[config.mk]
export PLATFORM = sky130hd
export DESIGN_NAME = sudoku_group_check
export DESIGN_NICKNAME = d
export VERILOG_FILES = /design/src/rtl/sudoku_pkg.sv /design/src/rtl/sudoku_group_check.sv
export SDC_FILE = /design/constraint.sdc
export NUM_CORES = 1
export LEC_CHECK = 0
export ABC_AREA = 1
export CAP_MARGIN = 30
export CORE_MARGIN = 5
export CORE_UTILIZATION = 25
export DETAILED_ROUTE_END_ITERATION = 7
export PLACE_DENSITY = 0.42
export SLEW_MARGIN = 20
export SYNTH_ARGS = -nofsm -noshare
export SYNTH_HDL_FRONTEND = slang
export SYNTH_SLANG_ARGS = --single-unit
[constraint.sdc]
create_clock -name vclk -period 2.41
set_input_delay 0.482 -clock vclk [all_inputs]
set_output_delay 0.482 -clock vclk [all_outputs]
set_load 0.005 [all_outputs]
[src/rtl/sudoku_pkg.sv]
// Shared constants, encodings and the group-to-cell mapping for the sudoku checker.
package sudoku_pkg;

    localparam int unsigned N_CELLS  = 81;
    localparam int unsigned CELL_W   = 4;
    localparam int unsigned N_GROUPS = 27;

    localparam int unsigned ROW_BASE = 0;
    localparam int unsigned COL_BASE = 9;
    localparam int unsigned BOX_BASE = 18;

    typedef enum logic [1:0] {
        ERR_NONE     = 2'd0,
        ERR_ILLEGAL  = 2'd1,
        ERR_CONFLICT = 2'd2
    } err_kind_e;

    typedef enum logic [1:0] {
        ST_IDLE = 2'd0,
        ST_SCAN = 2'd1,
        ST_DONE = 2'd2
    } state_e;

    // Cell index of member i (0-8) of group g; out-of-range groups map to cell 0.
    function automatic logic [6:0] cell_index(input logic [4:0] g, input logic [3:0] i);
        int unsigned gi;
        int unsigned ii;
        int unsigned b;
        int unsigned k;
        gi = {27'd0, g};
        ii = {28'd0, i};
        if (gi < COL_BASE) begin
            k = (gi - ROW_BASE) * 9 + ii;
        end else if (gi < BOX_BASE) begin
            k = (gi - COL_BASE) + 9 * ii;
        end else begin
            b = gi - BOX_BASE;
            k = ((b / 3) * 3 + ii / 3) * 9 + (b % 3) * 3 + ii % 3;
        end
        if (k >= N_CELLS) begin
            k = 0;
        end
        return k[6:0];
    endfunction

endpackage

[src/rtl/sudoku_group_check.sv]
// Combinational check of one nine-cell group: illegal nibble, blank cell, repeated digit.
module sudoku_group_check
    import sudoku_pkg::*;
(
    input  logic [8:0][CELL_W-1:0] cells_i,
    output logic                   illegal_o,
    output logic                   blank_o,
    output logic                   conflict_o
);

    logic [8:0] seen;
    logic [8:0] onehot;

    always_comb begin
        illegal_o  = 1'b0;
        blank_o    = 1'b0;
        conflict_o = 1'b0;
        seen       = '0;
        onehot     = '0;
        for (int i = 0; i < 9; i++) begin
            onehot = '0;
            if (cells_i[i] > 4'd9) begin
                illegal_o = 1'b1;
            end else if (cells_i[i] == 4'd0) begin
                blank_o = 1'b1;
            end else begin
                onehot = 9'b1 << (cells_i[i] - 4'd1);
            end
            // Blanks and illegal nibbles contribute an empty mask, so never collide.
            if ((seen & onehot) != 9'd0) begin
                conflict_o = 1'b1;
            end
            seen = seen | onehot;
        end
    end

endmodule

; ---- Word-level counts from Yosys, hierarchy flattened
; Index checks and enable logic that the tools add are counted.
[classes]
addsub = 9
n_mul = 0
div = 0
order_cmp = 9
eq_ne = 0
n_shift = 9
muxes = 53
n_bitwise = 15
reduce_logical = 17
[ops]
columns = cell, n
row1 = $mux W9, 18
row2 = $shl A1 B4 Y9 const A, 9
row3 = $and A9 B9 Y9, 8
row4 = $reduce_bool A9 Y1, 8
row5 = $or A9 B9 Y9, 7
row6 = $gt A4 B4 Y1 const B, 9
row7 = $logic_not A4 Y1, 9
row8 = $sub A4 B1 Y4 const B, 9
row9 = $mux W1, 35
[totals]
ff_bits = 0
latchBits = 0
mem_bits_rw = 0
mem_bits_ro = 0
inputBits = 36
output_inout_bits = 3
elab_cells = 112
n_memories = 0

; ---- Longest topological paths before layout
; Gate-level depths: netlist (run 1).
[logic_depth]
depth_word = 19
mapped_depth = 17
depth_no_buf = 16

; ---- Least setup slack after synthesis (run 1)
; Ideal clock, no wire load.
[synth_path]
path_kind = input-to-output
startpoint = input cells_i[1] (netlist bit)
endpoint = output conflict_o
t_arrival_ns = 2.098
required_ns = 1.928
path_slack_ns = -0.170
path_stages = 16
path_buffers = 1
cell_sequence = buf_6 nor2_1 ha_1 inv_1 nor2_1 nand2_2 nand3_2 or2_4 o21bai_2 nand2_1 nor2_1 nand2_1 nor2_1 nand2_1 nor2_1 nand3_1
[synth_via]
elab_chain_cells = 14
elab_cells_between_ends = 37
cone_classes = add/sub: 1 / order compare: 1 / shift: 1 / mux: 10 / bitwise: 15 / reduce/logical: 9
[synth_lines]
columns = element, line
row1 = start: declaration, sudoku_group_check.sv:5  ; input logic [8:0][CELL_W-1:0] cells_i,
row2 = $sub A4 B1 Y4, sudoku_group_check.sv:27  ; onehot = 9'b1 << (cells_i[i] - 4'd1);
row3 = $shl A1 B4 Y9, sudoku_group_check.sv:27
row4 = $mux W9, sudoku_group_check.sv:24  ; end else if (cells_i[i] == 4'd0) begin
row5 = $mux W9 *, sudoku_group_check.sv:22  ; if (cells_i[i] > 4'd9) begin
row6 = $or A9 B9 Y9 / $and A9 B9 Y9 (equally long branches), "sudoku_group_check.sv:33, sudoku_group_check.sv:30"
row7 = $or A9 B9 Y9 (tied with other cells) (6 in a row), sudoku_group_check.sv:33  ; seen = seen | onehot;
row8 = $and A9 B9 Y9 (tied with other cells), sudoku_group_check.sv:30  ; if ((seen & onehot) != 9'd0) begin
row9 = $reduce_bool A9 Y1 / $mux W1 (equally long branches), sudoku_group_check.sv:30
row10 = $mux W1 *, sudoku_group_check.sv:30
row11 = end: declaration, sudoku_group_check.sv:8  ; output logic conflict_o
; Every way passes the cells marked *; elsewhere a longest branch is shown, timed or not.

; ---- Worst setup path after layout (run 1)
[layout_path]
startpoint = input cells_i[0] (netlist bit)
endpoint = output conflict_o
; Same word-level chain as after synthesis.

==> out/summary.txt, run 1 <==
outcome: complete, but fails checks
failing checks: setup timing
Row Count: 32
YS warnings: 0
Critical Path AT: 2.37 ns
Fmax: 0.3508 GHz
count of final max-slew check failures: 0
Area Overhead vs Synth: 55.36%
n_diodes: 0
Congestion Overflow GR: 0
initial drt markers: 156
Reg area: 0 um^2
final-layout clock buffer total: 0
# DRC: 0
GR Util All Layers: 14.99%
WP data required: 1.93 ns
die height: 98.59 um
synth unique cells: 28
CP Max Fanout: 5
Routed wire per std cell: 11.82 um
CP Launch Type: input pin
Syn Nets: 466
Port Buffers: 39
Leak: 1.791 nW
Worst path max stage delay: 0.28 ns
first-pass GRT wire length: 12250 um
unrepaired setup endpoints after global routing: yes
PnR worst setup slack: -0.4405 ns
cells along the critical path: buf_6 > nor2_4 > ha_4 > inv_6 > nor2_4 > nand2_2 > nand3_2 > or2_4 > nor2_4 > nand4_1 > nand2_1 > nand2_1 > nor2_1 > nand2_1 > nor2_1 > nand3_1 > buf_2
Pwr Density: 155.3 nW/um^2
crit path time final: 2.851 ns
final setup violation count: 1
largest net degree at the start of global routing: 8
core region area: 7687 um^2
# nets final: 565
vias in the first global route: 2584
initial antenna violation count: 0
Avg Cell Area, Syn: 4.584 um^2
Cell Area, Synth: 1962 um^2
initial core utilization: 25.52%
worst setup path start: cells_i[0]
worst vdd ir: 0.05943 mV
min-delay src: cells_i[35]
Mapped Cells: 428
vias: 2755
antenna-violating nets left: 0
Crit Path Category: input pin to primary output
number of fillers in the final layout: 918
vias per cell: 4.394
gpl congestion: 0.8190
Final HPWL DP: 6498 um
area of the die: 9719 um^2
Seq/Total Area, Yosys: 0%
final hold slack: 1.749 ns
period utilization: 118.3%
CP Capture Type: primary output
dpl ws: -1.133 ns
Worst-Margin Slew: 0.4760 ns
Util after Layout: 39.65%
worst hold-check path type: input pin to primary output
max-capacitance violation count: 0
Slowest cell on crit path: or2_4
Detailed Route WL: 7414 um
I/O pins: 39
num sequential: 0
drt pass-1 iters: 4
Fin. Hold Viols: 0
Slew Limit Headroom: 68.02%
Die Wd: 98.59 um
share of layout cells above drive strength 1: 26.29%
## per-layer routing
metal | wire length [um] | share of wire, % | GRT usage, %
met2 | 3354 | 45 | 26.16
met1 | 3870 | 52 | 22.02
met3 | 189 | 2.5 | 0.2123
met5 | 0 | 0 | 0
met4 | 0 | 0 | 0
## layout make-up
type | instances | area (um^2) | area share, %
multi-input cells | 354 | 1834 | 60.18
repair buffers | 98 | 807.0 | 26.48
inverters | 73 | 279.0 | 9.154
well taps | 102 | 127.6 | 4.187
## synth_stat cells (2+ instances only)
master,count,area share [%]
nand3_1,26,6.6
o21ai_2,3,1.3
nand3_2,7,3.6
nor2_1,90,17
o22ai_1,4,1.3
a21oi_1,2,0.51
nand4_1,14,4.5
nand2_2,7,2.2
a221oi_1,2,0.89
nor2_2,10,3.2
nor3_1,8,2.0
o21ai_0,13,3.3
nand2_1,146,28
nor2_4,3,1.7
nand4_2,3,1.9
inv_1,72,14
ha_1,2,1.3
o21bai_2,2,1.1
o21bai_1,5,1.9
## worst paths after layout
check / end / slack [ns] / cells past startpoint
worst min-delay path: illegal_o / 1.75 / 4
worst max-delay path: conflict_o / -0.44 / 17
## through the flow
step           power (W)  setup TNS, ns  instance area, um^2  cells
4_1_cts        0.0004576        -0.4034                 2983    623
2_1_floorplan  0.0002251       -0.05603                 1982    428
5_1_grt        0.0005298        -0.6014                 3048    627
3_3_place_gp   0.0004393         -2.636                 2856    617
6_report       0.0004733        -0.4405                 3048    627
3_5_place_dp   0.0004373         -2.594                 2856    617
## report_power, final
group	switching [W]	total (W)	internal, W
registers	0	0	0
logic	0.000261	0.000473	0.000212
clock network	0	0	0
## layout by cell type, fill, tap and decap left out, drive strengths merged
cell type      count
nor2             103
nand3             33
nand4             17
a21oi              2
clkdlybuf4s15      5
dlygate4sd2        8
o21bai             7
or2                3
ha                 2
clkbuf             5
clkdlybuf4s50     16
nand2            153
a221oi             2
inv               73
nand3b             2
o21ai             17
o2111a             1
o22ai              4
nor3               8
buf               64
## logic make-up after synthesis
group | share of synthesized area (%)
AND/OR/NAND/NOR | 72.96
adder cells (fa/ha/maj) | 1.275
buffers and inverters | 14.54
AO/OA/AOI/OAI | 11.22
## repair_timing
action                                  4_1_cts  5_1_grt
gates resized for setup                      78       25
pin swaps                                    28       23
gates cloned                                  0        0
endpoints found under the setup margin        3        3
setup buffers                                 6        4
hold buffers                                  0        0
## critical path: cells and delay by family
| kind | cells | cell delay [ns] |
|---|---|---|
| buffers and inverters | 3 | 0.30 |
| adders and majority gates | 1 | 0.23 |
| and+or+nand+nor | 13 | 1.33 |
Note: power is estimated with default switching activity, not from simulation.
==> inputs of run 2 (changes only) <==
Settings changed: ABC_CLOCK_PERIOD_IN_PS set to 2410, RECOVER_POWER set to 50, SETUP_SLACK_MARGIN set to 0.02.
==> run 2 against run 1 <==
  * Fmax about the same
  * Via count up 0.40%
  * Count of clock-buffer cells in the layout unchanged
  * Sequential share of layout area unchanged
  * Combinational power about the same
  * Setup slack worse by 0.0024 ns
  * Flip-flop and latch count unchanged
  * Non-clock buffer count unchanged
  * Total power about the same
  * The flow still finishes with violations (setup timing)
  * First-iteration DRC count down 9.0%
  * Critical path depth unchanged
==> out/summary.txt, run 2 (synthesis results as in run 1) <==
first-pass GRT wire length: 12250 um (unchanged)
Critical Path AT: 2.37 ns (about the same)
CP Max Fanout: 5 (unchanged)
drt pass-1 iters: 4 (unchanged)
die height: 98.59 um (unchanged)
final hold slack: 1.749 ns (unchanged)
metal1 wirelength: 3880 um (was 3870 um)
Leak: 1.791 nW (about the same)
worst hold-check path type: input pin to primary output (unchanged)
Fmax: 0.3505 GHz (was 0.3508 GHz)
worst vdd ir: 0.05951 mV (was 0.05943 mV)
setup tns final: -0.4430 ns (was -0.4405 ns)
WP data required: 1.93 ns (about the same)
Worst path max stage delay: 0.28 ns (about the same)
period utilization: 118.4% (was 118.3%)
Util after Layout: 39.60% (was 39.65%)
core region area: 7687 um^2 (unchanged)
largest net degree at the start of global routing: 8 (unchanged)
vias: 2766 (was 2755)
initial core utilization: 25.52% (unchanged)
Fin. Hold Viols: 0 (unchanged)
min-delay src: cells_i[35] (unchanged)
failing checks: setup timing (unchanged)
number of fillers in the final layout: 918 (unchanged)
outcome: complete, but fails checks (unchanged)
Buf/Inv on CP: 3 (unchanged)
worst hold path cell count: 4 (unchanged)
vias per cell: 4.411 (was 4.394)
max-capacitance violation count: 0 (unchanged)
Detailed Route WL: 7428 um (was 7414 um)
Hold EP: illegal_o (unchanged)
Final HPWL DP: 6498 um (unchanged)
gpl congestion: 0.8190 (unchanged)
most frequent cells in the layout: nand2_1 (140), nor2_1 (82), inv_1 (69) (unchanged)
final-layout clock buffer total: 0 (unchanged)
PnR worst setup slack: -0.4430 ns (was -0.4405 ns)
cells along the critical path: buf_6 > nor2_4 > ha_4 > inv_6 > nor2_4 > nand2_2 > nand3_2 > or2_4 > nor2_4 > nand4_1 > nand2_1 > nand2_1 > nor2_1 > nand2_1 > nor2_1 > nand3_1 > buf_2 (unchanged)
I/O pins: 39 (unchanged)
Slowest cell on crit path: or2_4 (unchanged)
routed wl met3: 177 um (was 189 um)
Power, Total: 0.0004728 W (was 0.0004733 W)
num sequential: 0 (unchanged)
CP Capture Type: primary output (unchanged)
crit path time final: 2.853 ns (was 2.851 ns)
n_diodes: 0 (unchanged)
count of final max-slew check failures: 0 (unchanged)
Crit Path Category: input pin to primary output (unchanged)
initial drt markers: 142 (was 156)
Pwr Density: 155.3 nW/um^2 (about the same)
Worst-Margin Slew: 0.4827 ns (was 0.4760 ns)
Area Overhead vs Synth: 55.17% (was 55.36%)
# nets final: 565 (unchanged)
CP Launch Type: input pin (unchanged)
Port Buffers: 39 (unchanged)
area of the die: 9719 um^2 (unchanged)
# DRC: 0 (unchanged)
unrepaired setup endpoints after global routing: yes (unchanged)
GR Util All Layers: 14.99% (unchanged)
final setup violation count: 1 (unchanged)
vias in the first global route: 2584 (unchanged)
antenna-violating nets left: 0 (unchanged)
Reg area: 0 um^2 (unchanged)
CTS Hold Bufs: 0 (unchanged)
Row Count: 32 (unchanged)
initial antenna violation count: 0 (unchanged)
Slew Limit Headroom: 67.57% (was 68.02%)
share of layout cells above drive strength 1: 26.10% (was 26.29%)
Top Family by Delay on Critical Path: simple AND/OR/NAND/NOR gates (unchanged)
Congestion Overflow GR: 0 (unchanged)
Die Wd: 98.59 um (unchanged)
commonest non-fill, non-tap cell in the layout: nand2_1 (unchanged)
Routed wire per std cell: 11.85 um (was 11.82 um)
Met2 Wirelength: 3371 um (was 3354 um)
DR top layer: met3 (unchanged)
[run 2: changes by cell type in the layout (fill, tap and decap cells not counted), sizes merged]
| cell | change |
|---|---|
| buf | +1 |
| clkbuf | -1 |
[run 2: worst min-delay path, cell delays in order]
cell and delay (ns):
clkdlybuf4s50_1 0.43, o21ai_0 0.09, nand2_1 0.05, clkdlybuf4s15_2 0.20
[run 2: stage by stage]
step / std cells / worst slack [ns] / area [um^2]
floorplan: 428 / -0.05603 / 1982
global placement: 617 / -1.140 / 2856
detailed placement: 617 / -1.133 / 2856
CTS: 623 / -0.4034 / 2987
global route: 627 / -0.6014 / 3044
finish: 627 / -0.4430 / 3044
[run 2: layer usage]
layer / vias up / track usage [%]
li1: 1531 / -
met1: 1187 / 22.02
met2: 48 / 26.16
met3: 0 / 0.2123
met4: 0 / 0
met5: - / 0
[run 2: cell type report]
type	instances	area, um^2	area share (%)
inverters	73	279.0	9.166
multi-input cells	354	1831	60.13
well taps	102	127.6	4.192
repair buffers	98	807.0	26.51
[run 2: what timing repair did]
| item | CTS | global route |
|---|---|---|
| pin swaps | 28 | 25 |
| gates resized for setup | 80 | 24 |
| buffers inserted | 6 | 4 |
| setup endpoints to repair | 3 | 3 |
| cloned | 0 | 0 |
[run 2: how the worst max path moves through the flow]
stage | startpoint | to | slack, ns | cells past startpoint
final | cells_i[0] | conflict_o | -0.44 | 17
after CTS | cells_i[1] | conflict_o | -0.40 | 17
after detailed placement | cells_i[0] | conflict_o | -1.13 | 17
after global placement | cells_i[0] | conflict_o | -1.14 | 17
after floorplan | cells_i[1] | conflict_o | -0.06 | 16
after global routing | cells_i[0] | conflict_o | -0.60 | 18
[run 2: where the power goes]
group          switching [W]  total, W  leakage (nW)  internal (W)
logic               0.000261  0.000473          1.79      0.000212
registers                  0         0             0             0
clock network              0         0             0             0
total               0.000261  0.000473          1.79      0.000212
